==> config.mk <==
export PLATFORM = sky130hd
export DESIGN_NAME = memory_controller
export DESIGN_NICKNAME = d
export VERILOG_FILES = /design/src/rtl/memory_controller.sv
export SDC_FILE = /design/constraint.sdc
export NUM_CORES = 1
export LEC_CHECK = 0
export CAP_MARGIN = 20
export CORE_UTILIZATION = 59
export CTS_CLUSTER_SIZE = 25
export DETAILED_ROUTE_END_ITERATION = 12
export PLACE_DENSITY = 0.87
export SLEW_MARGIN = 25
export SYNTH_ARGS = -nofsm -noshare
export SYNTH_HDL_FRONTEND = slang
export SYNTH_SLANG_ARGS = --single-unit
export TNS_END_PERCENT = 50
==> constraint.sdc <==
create_clock -name clk -period 11 [get_ports clk]
set_clock_uncertainty 0.2 [all_clocks]
set_input_delay 2.2 -clock clk [delete_from_list [all_inputs] [get_ports clk]]
set_output_delay 2.2 -clock clk [all_outputs]
set_load 0.02 [all_outputs]
==> src/rtl/memory_controller.sv <==
// rtl/memory_controller.sv - arbiter between i-cache fetches, LSB loads/stores and the byte-wide RAM/IO bus
// Serialises each request into 1-4 byte accesses; LSB wins arbitration, IO stores stall on a full IO buffer.
module memory_controller #(
    parameter logic [1:0] IO_BASE_HI = 2'b11
) (
    input  logic        clk,
    input  logic        rst,
    input  logic        rdy,
    input  logic [7:0]  mem_din,
    output logic [7:0]  mem_dout,
    output logic [31:0] mem_a,
    output logic        mem_wr,
    input  logic        io_buffer_full,
    input  logic        ic_ins_asked,
    input  logic [31:0] ic_ins_addr,
    output logic        ic_enable,
    output logic        ic_ins_rdy,
    output logic [31:0] ic_ins,
    input  logic        lsb_asked,
    input  logic        lsb_wr,
    input  logic [31:0] lsb_addr,
    input  logic [1:0]  lsb_size,
    input  logic [31:0] lsb_wdata,
    output logic        lsb_enable,
    output logic        lsb_rdy,
    output logic [31:0] lsb_rdata
);
    typedef enum logic [2:0] {S_IDLE, S_READ, S_WRITE, S_WAIT_IO, S_DONE} state_t;

    state_t      state_q;
    logic        ic_pend_q, lsb_pend_q, ic_en_q, lsb_en_q, lsb_wr_q;
    logic [31:0] ic_addr_q, lsb_addr_q, lsb_wdata_q;
    logic [1:0]  lsb_size_q;
    logic [31:0] cur_addr_q, cur_wdata_q, data_q;
    logic [2:0]  cur_n_q, step_q;
    logic        cur_ic_q, cur_wr_q;
    logic [31:0] mem_a_q, ic_ins_q, lsb_rdata_q;
    logic [7:0]  mem_dout_q;
    logic        mem_wr_q, ic_ins_rdy_q, lsb_rdy_q;

    logic        lsb_req_d, ic_req_d, lsb_wr_d, new_wr_d, do_write_d, wstall_d, idle_d;
    logic [31:0] lsb_addr_d, lsb_wdata_d, ic_addr_d, new_addr_d, wbase_d, wdata_d;
    logic [1:0]  lsb_size_d, rx_d;
    logic [2:0]  new_n_d, widx_d, wn_d;
    logic [7:0]  wbyte_d;

    // A request pulsed on the arbitration edge is visible here alongside the pending copy.
    always_comb begin
        idle_d      = (state_q == S_IDLE);
        lsb_req_d   = lsb_pend_q | (lsb_asked & lsb_en_q);
        ic_req_d    = ic_pend_q | (ic_ins_asked & ic_en_q);
        lsb_addr_d  = lsb_pend_q ? lsb_addr_q  : lsb_addr;
        lsb_wdata_d = lsb_pend_q ? lsb_wdata_q : lsb_wdata;
        lsb_size_d  = lsb_pend_q ? lsb_size_q  : lsb_size;
        lsb_wr_d    = lsb_pend_q ? lsb_wr_q    : lsb_wr;
        ic_addr_d   = ic_pend_q  ? ic_addr_q   : ic_ins_addr;
        new_addr_d  = lsb_req_d ? lsb_addr_d : ic_addr_d;
        if (!lsb_req_d || lsb_size_d[1]) begin
            new_n_d = 3'd4;
        end else if (lsb_size_d[0]) begin
            new_n_d = 3'd2;
        end else begin
            new_n_d = 3'd1;
        end
        new_wr_d   = lsb_req_d & lsb_wr_d;
        do_write_d = (idle_d & new_wr_d) | (state_q == S_WRITE) | (state_q == S_WAIT_IO);
        wbase_d    = idle_d ? new_addr_d  : cur_addr_q;
        wdata_d    = idle_d ? lsb_wdata_d : cur_wdata_q;
        widx_d     = idle_d ? 3'd0        : step_q;
        wn_d       = idle_d ? new_n_d     : cur_n_q;
        wstall_d   = (wbase_d[17:16] == IO_BASE_HI) && io_buffer_full;
        wbyte_d    = wdata_d[{widx_d[1:0], 3'b000} +: 8];
        rx_d       = step_q[1:0] - 2'd2;
    end

    always_ff @(posedge clk) begin
        if (rst) begin
            state_q      <= S_IDLE;
            ic_pend_q    <= 1'b0;
            lsb_pend_q   <= 1'b0;
            ic_en_q      <= 1'b1;
            lsb_en_q     <= 1'b1;
            lsb_wr_q     <= 1'b0;
            ic_addr_q    <= '0;
            lsb_addr_q   <= '0;
            lsb_wdata_q  <= '0;
            lsb_size_q   <= '0;
            cur_addr_q   <= '0;
            cur_wdata_q  <= '0;
            data_q       <= '0;
            cur_n_q      <= '0;
            step_q       <= '0;
            cur_ic_q     <= 1'b0;
            cur_wr_q     <= 1'b0;
            mem_a_q      <= '0;
            mem_dout_q   <= '0;
            mem_wr_q     <= 1'b0;
            ic_ins_rdy_q <= 1'b0;
            lsb_rdy_q    <= 1'b0;
            ic_ins_q     <= '0;
            lsb_rdata_q  <= '0;
        end else if (rdy) begin
            ic_ins_rdy_q <= 1'b0;
            lsb_rdy_q    <= 1'b0;
            if (ic_ins_asked && ic_en_q) begin
                ic_pend_q <= 1'b1;
                ic_addr_q <= ic_ins_addr;
                ic_en_q   <= 1'b0;
            end
            if (lsb_asked && lsb_en_q) begin
                lsb_pend_q  <= 1'b1;
                lsb_addr_q  <= lsb_addr;
                lsb_size_q  <= lsb_size;
                lsb_wr_q    <= lsb_wr;
                lsb_wdata_q <= lsb_wdata;
                lsb_en_q    <= 1'b0;
            end
            case (state_q)
                S_IDLE: begin
                    if (lsb_req_d || ic_req_d) begin
                        if (lsb_req_d) lsb_pend_q <= 1'b0;
                        else           ic_pend_q  <= 1'b0;
                        cur_addr_q  <= new_addr_d;
                        cur_wdata_q <= lsb_wdata_d;
                        cur_n_q     <= new_n_d;
                        cur_ic_q    <= !lsb_req_d;
                        cur_wr_q    <= new_wr_d;
                        data_q      <= '0;
                        if (!new_wr_d) begin
                            mem_a_q <= new_addr_d;
                            step_q  <= 3'd1;
                            state_q <= S_READ;
                        end
                    end
                end
                // step_q counts edges since acceptance; data lags the address by two edges.
                S_READ: begin
                    if (step_q < cur_n_q) mem_a_q <= cur_addr_q + {29'd0, step_q};
                    if (step_q >= 3'd2) data_q[{rx_d, 3'b000} +: 8] <= mem_din;
                    if (step_q == cur_n_q + 3'd1) state_q <= S_DONE;
                    step_q <= step_q + 3'd1;
                end
                S_DONE: begin
                    mem_wr_q <= 1'b0;
                    state_q  <= S_IDLE;
                    if (cur_ic_q) begin
                        ic_ins_rdy_q <= 1'b1;
                        ic_ins_q     <= data_q;
                        ic_en_q      <= 1'b1;
                    end else begin
                        lsb_rdy_q <= 1'b1;
                        lsb_en_q  <= 1'b1;
                        if (!cur_wr_q) lsb_rdata_q <= data_q;
                    end
                end
                default: ;
            endcase
            // Store byte issue, shared by the accepting edge, WRITE and the release from WAIT_IO.
            if (do_write_d) begin
                if (wstall_d) begin
                    mem_wr_q <= 1'b0;
                    step_q   <= widx_d;
                    state_q  <= S_WAIT_IO;
                end else begin
                    mem_wr_q   <= 1'b1;
                    mem_a_q    <= wbase_d + {29'd0, widx_d};
                    mem_dout_q <= wbyte_d;
                    step_q     <= widx_d + 3'd1;
                    state_q    <= (widx_d + 3'd1 == wn_d) ? S_DONE : S_WRITE;
                end
            end
        end
    end

    assign mem_a      = mem_a_q;
    assign mem_dout   = mem_dout_q;
    assign mem_wr     = mem_wr_q;
    assign ic_enable  = ic_en_q;
    assign lsb_enable = lsb_en_q;
    assign ic_ins_rdy = ic_ins_rdy_q;
    assign ic_ins     = ic_ins_q;
    assign lsb_rdy    = lsb_rdy_q;
    assign lsb_rdata  = lsb_rdata_q;
endmodule

==> results of run 1 <==
## metrics by stage
| step | utilization [%] | setup WS, ns | std cells | area, um2 | hold slack (ns) |
|---|---|---|---|---|---|
| global placement | 68.65 | 4.548 | 2402 | 17840 | 0.2381 |
| detailed placement | 68.68 | 4.492 | 2402 | 17850 | 0.2433 |
| floorplan | - | 5.367 | 1965 | 15630 | 0.2312 |
| global route | 73.00 | 4.702 | 2460 | 18970 | 0.2661 |
| CTS | 72.97 | 5.009 | 2460 | 18960 | 0.2526 |
| finish | 73.00 | 4.941 | 2460 | 18970 | 0.2509 |
## cells in the final DEF (no fill, tap or decap), drive strengths merged, types with 8 or more instances in the layout
master / Yosys / layout
dfxtp: 317 / 317
nand4: 17 / 17
nor4: 11 / 11
a2111oi: 16 / 16
buf: 29 / 25
nor3: 33 / 33
ha: 17 / 17
nor2: 115 / 115
a21oi: 287 / 287
inv: 16 / 19
o21ai: 38 / 38
mux2i: 134 / 134
a222oi: 14 / 14
nor2b: 16 / 16
and2: 8 / 8
xor2: 38 / 38
clkdlybuf4s50: 0 / 219
nand2: 500 / 500
a211oi: 51 / 51
nand3: 53 / 53
xnor2: 22 / 22
clkbuf: 113 / 45
a22oi: 11 / 11
a221oi: 13 / 13
## worst max-delay path: stages
cell and delay, ns:
clkdlybuf4s50_1 0.63, a21oi_4 0.23, buf_4 0.50, a211oi_1 0.10
a21oi_1 0.28, nand2_1 0.08, o21ai_0 0.17, ha_1 0.22
a21oi_1 0.07, a21oi_1 0.16, a22oi_1 0.12, nor4_2 0.15
buf_4 0.23, nand4_2 0.26, or4_1 0.60, nand3_1 0.10
a21oi_1 0.07
## metal layers
metal	vias up	GRT usage, %	share of wire, %	routed length, um
met5	-	0	0	0
met4	0	14.51	3.8	1784
met3	144	4.922	8.2	3897
met2	770	55.50	46	21970
met1	7190	45.69	42	19670
li1	7160	-	-	-
## final timing paths
path                     to  slack (ns)  cells past startpoint
max reg2reg       mem_a[24]        6.03                      7
min          lsb_wdata_q[3]        0.25                      2
max               mem_a[21]        4.94                     17
min reg2reg  lsb_wdata_q[3]        0.25                      2
## report_power, final
| part | internal (mW) | total [mW] | switching (mW) |
|---|---|---|---|
| Sequential | 1.22 | 1.28 | 0.0657 |
| Combinational | 0.249 | 0.652 | 0.404 |
| Clock | 0.682 | 1.15 | 0.470 |
| Total | 2.15 | 3.08 | 0.939 |
## cell families after synthesis
kind of cell / count (synthesis) / share of synthesized area, %
buf+inv: 158 / 4.404
mux: 141 / 9.360
xor+xnor: 60 / 3.363
compound gates: 486 / 19.13
flops: 317 / 40.61
fa+ha+maj: 19 / 1.617
simple gates: 784 / 21.52
## final cells by class
| class | instances | area share [%] |
|---|---|---|
| Multi-Input combinational cell | 1490 | 45.54 |
| Inverter | 16 | 0.3166 |
| Clock inverter | 13 | 0.8575 |
| Clock buffer | 45 | 5.020 |
| Sequential cell | 317 | 33.48 |
| Tap cell | 335 | 2.210 |
| Timing Repair Buffer | 244 | 12.57 |
==> run_results.csv, run 1 <==
group,metric,value,unit
synthesis,syn_area_per_cell,7.952,um2
synthesis,synth-edff-count,0,
placement,place_hpwl,31640,um
placement,port_buffers,221,
synthesis,synth-seq-cells,317,
sta,setup_violations,0,
routing,wl_per_cell,19.24,um
clock_tree,clockBufferDepth,3,
global_routing,grt_overflow,0,
synthesis,synth.most_common_cell,"nand2_1",
synthesis,yosys.cell_types.count,83,
pwr,max-vdd-ir-drop,0.0001232,V
clock_tree,cts_inserted_buffers,34,
clock_tree,cts_root_buf,"clkbuf_16",
clock_tree,cts-htree-levels,2,
sta,period_share,55.08,%
synthesis,async_flop_share,0,%
floorplan,pin_count,222,
synthesis,syn_nets,2097,
finish,ff_latch_area,6351,um2
routing,vias,15264,
pwr,power.density,162.6,nW/um2
clock_tree,insertion_delay,0.52,ns
worst_setup_path,start_kind,"primary input",
pwr,leakagePower,6.620,nW
clock_tree,postCtsSetupRepairBufs,0,
worst_setup_path,crit_path_max_fanout,35,
sta,fin_tns_setup,0,ns
global_routing,grt_pass1_vias,14187,
synthesis,synth_top_area_share,40.61,%
sta,hold_violations,0,
clock_tree,cts_hold_buffers,0,
clock_tree,cts_sinks,317,
synthesis,ys_warn_count,0,
synthesis,yosys-top-cells-area,"dfxtp_1 41%, nand2_1 12%, a21oi_1 9.2%, mux2i_1 8.2%, nor2_1 2.7%",
worst_setup_path,critPathLaunch,"lsb_asked",
floorplan,die_w,164.7,um
floorplan,core_area,25980,um2
synthesis,synth_top_area_cell,"dfxtp_1",
floorplan,initial_utilization,60.14,%
routing,wirelength,47320,um
worst_setup_path,crit_path_end_kind,"flip-flop",
routing,viasPerCell,6.205,
sta,rsz0062_at_grt,"no",
synthesis,synth-main-ff-cell,"dfxtp_1",
worst_setup_path,worstPathRequired,11.15,ns
sta,maxSlewViolCount,0,
finish,syn_to_final_growth,21.39,%
sta,slew_headroom,30.19,%
outcome,status,"finished, final reports clean",
sta,min_period,6.059,ns
clock_tree,path_clk_slew,0.06,ns
worst_setup_path,arrival,6.21,ns
routing,dr.pass1.iters,7,
synthesis,syn_inst,1965,
global_routing,grt_usage,34.31,%
sta,fmax,165.0,MHz
flow_run,cap_violations,0,
floorplan,floorplan.rows,59,
synthesis,yosysSeqAreaShare,40.61,%
global_routing,grt_max_degree,151,
routing,drtIter0Drc,1734,
floorplan,die_area,27140,um2
finish,n_antenna_cell,0,
finish,num-fill-cells,2029,
global_routing,grt_pass1_wl,74190,um
clock_tree,cts_tree,"done",
worst_hold_path,min_path_type,"flip-flop to flip-flop",
floorplan,fp.dieH,164.7,um
placement,gp_congestion,0.9365,
routing,postRouteAntennaNets,0,
worst_setup_path,worstReg2RegStart,"lsb_pend_q",
finish,drive_gt1_share,5.835,%
sta,worstMarginPinSlew,1.047,ns
worst_setup_path,crit_type,"primary input to flip-flop",
synthesis,netlist_area,15630,um2
synthesis,synthTopCellsByCount,"499 x nand2_1, 317 x dfxtp_1, 286 x a21oi_1",
global_routing,antenna_found_initial,0,
routing,drc,0,
finish,nets,2235,
finish,multi_input_area,8638,um2
worst_hold_path,worstHoldStart,"lsb_wdata_q[3]",
clock_tree,cts_resized,0,
pwr,power,3.085,mW
Note: power is estimated with default switching activity, not from simulation.
==> run 2: changes to the inputs <==
- CORE_UTILIZATION: 59 -> 55
- PLACE_DENSITY: 0.87 -> 0.82
- clock period: 11 -> 6.2 ns (I/O delays scaled with it)
==> run 2 against run 1 <==
Compared with the run above:
- clock power rose by 71%
- clock-buffer cell count rose by 5
- hold slack improved by 0.0014 ns
- die area rose by 7.2%
- sequential share of layout area fell by 0.15 points
- via count fell by 1.7%
- critical path type unchanged
- highest routed layer unchanged
==> run_results.csv, run 2 (synthesis gave the netlist of run 1 again) <==
group,metric,value,unit
flow_run,cap_violations,0,
floorplan,die_w,170.6,um
placement,port_buffers,221,
worst_hold_path,worstHoldStart,"lsb_wdata_q[18]",
clock_tree,cts-htree-levels,2,
global_routing,grt_max_degree,203,
sta,hold_violations,0,
floorplan,initial_utilization,56.09,%
global_routing,grt_usage,32.47,%
clock_tree,clockBufferDepth,3,
sta,fmax,203.5,MHz
finish,nets,2240,
floorplan,die_area,29090,um2
finish,syn_to_final_growth,21.92,%
worst_setup_path,crit_type,"primary input to flip-flop",
routing,dr.pass1.iters,9,
clock_tree,cts_tree,"done",
clock_tree,cts_sinks,317,
floorplan,floorplan.rows,61,
finish,drive_gt1_share,6.048,%
clock_tree,cts_inserted_buffers,34,
sta,min_period,4.915,ns
routing,wirelength,47480,um
routing,viasPerCell,5.973,
global_routing,grt_overflow,0,
clock_tree,cts_root_buf,"clkbuf_16",
floorplan,core_area,27860,um2
placement,gp_congestion,0.9222,
finish,final_common_cell,"nand2_1",
placement,place_hpwl,32270,um
worst_setup_path,worstReg2RegStart,"lsb_pend_q",
routing,wl_per_cell,18.91,um
pwr,max-vdd-ir-drop,0.0001912,V
sta,fin_tns_setup,0,ns
floorplan,fp.dieH,170.6,um
clock_tree,cts_hold_buffers,0,
sta,rsz0062_at_grt,"no",
routing,vias,14997,
routing,postRouteAntennaNets,0,
worst_setup_path,slowest_stage,"clkdlybuf4s50_1",
worst_setup_path,crit_path_cell_trace,"clkdlybuf4s50_1, a21oi_4, buf_4, mux2i_1, mux2i_1, nor4_4, nand4_2, or4_1, nand3_1, a21oi_1",
worst_setup_path,r2r_cells,14,
pwr,leakagePower,6.630,nW
clock_tree,cts_resized,0,
clock_tree,postCtsSetupRepairBufs,0,
worst_setup_path,max_stage_delay,0.63,ns
clock_tree,path_clk_slew,0.06,ns
routing,drtIter0Drc,1693,
global_routing,grt_pass1_vias,14161,
floorplan,pin_count,222,
finish,final_area,19050,um2
worst_hold_path,min_path_type,"flip-flop to flip-flop",
worst_setup_path,arrival,5.08,ns
sta,slew_headroom,32.80,%
sta,maxSlewViolCount,0,
worst_setup_path,worstPathRequired,6.37,ns
finish,n_antenna_cell,0,
worst_setup_path,cpMostUsedCell,"mux2i_1",
routing,drc,0,
outcome,status,"finished, final reports clean",
worst_setup_path,crit_path_max_fanout,29,
sta,setup_violations,0,
global_routing,grt_pass1_wl,75100,um
global_routing,antenna_found_initial,0,
worst_setup_path,critPathLaunch,"lsb_asked",
worst_setup_path,crit_path_end_kind,"flip-flop",
clock_tree,insertion_delay,0.52,ns
worst_hold_path,whs_path_depth,2,
finish,final_cell_mix,"498 x nand2_1, 315 x dfxtp_1, 285 x a21oi_1, 219 x clkdlybuf4s50_1, 128 x mux2i_1",
pwr,power.density,283.9,nW/um2
placement,dpl_cell_area,17960,um2
sta,worstMarginPinSlew,1.004,ns
worst_setup_path,start_kind,"primary input",
sta,period_share,79.28,%
==> run 2: changes by cell type in the layout (fill, tap and decap cells not counted), sizes merged <==
cell      before  now
clkinvlp       0    2
bufinv         3    0
buf           25   30
inv           19   18
clkbuf        45   50
==> run 2: metal layers <==
layer | GRT usage (%) | wire length, um | part of all wire [%] | up-vias
met5 | 0 | 0 | 0 | -
met4 | 13.40 | 1647 | 3.5 | 0
met3 | 4.742 | 3454 | 7.3 | 120
met2 | 52.24 | 21810 | 46 | 638
met1 | 43.52 | 20570 | 43 | 7072
li1 | - | - | - | 7167
==> run 2: path summary, 6_finish.rpt <==
path / endpoint / slack (ns)
max: mem_a[21] / 1.28
min: lsb_wdata_q[18] / 0.25
max reg2reg: mem_a[21] / 1.69
min reg2reg: lsb_wdata_q[18] / 0.25
==> run 2: metrics by stage <==
stage | power [mW] | setup slack [ns] | hold slack (ns) | cells | util, %
after CTS | 5.406 | 1.406 | 0.2512 | 2511 | 68.34
after global placement | 3.431 | 0.9777 | 0.2392 | 2450 | 64.44
after floorplan | 3.055 | 1.527 | 0.2312 | 1965 | -
after global routing | 5.619 | 1.054 | 0.2661 | 2511 | 68.39
final | 5.409 | 1.285 | 0.2523 | 2511 | 68.39
after detailed placement | 3.454 | 0.8788 | 0.2428 | 2450 | 64.46
==> run 2: final cells by class <==
| cell class | instances | area (um2) |
|---|---|---|
| clock buffers | 50 | 1002 |
| clock inverters | 11 | 78.83 |
| flip-flops and latches | 317 | 6351 |
| well taps | 378 | 473.0 |
| repair buffers | 249 | 2435 |
| fillers | 2309 | 8807 |
| multi-input cells | 1490 | 8651 |
| inverters | 16 | 60.06 |
==> run 2: critical path: cells and delay by family <==
kind            cells  cell delay, ns
simple gates        4            1.61
mux                 2            0.67
buf+inv             2            1.11
compound gates      2            0.42
==> run 2: power breakdown <==
part | leakage, nW | internal [mW] | switching [mW]
clock network | 0.533 | 1.13 | 0.838
logic | 3.51 | 0.447 | 0.717
registers | 2.58 | 2.16 | 0.120
total | 6.63 | 3.73 | 1.67
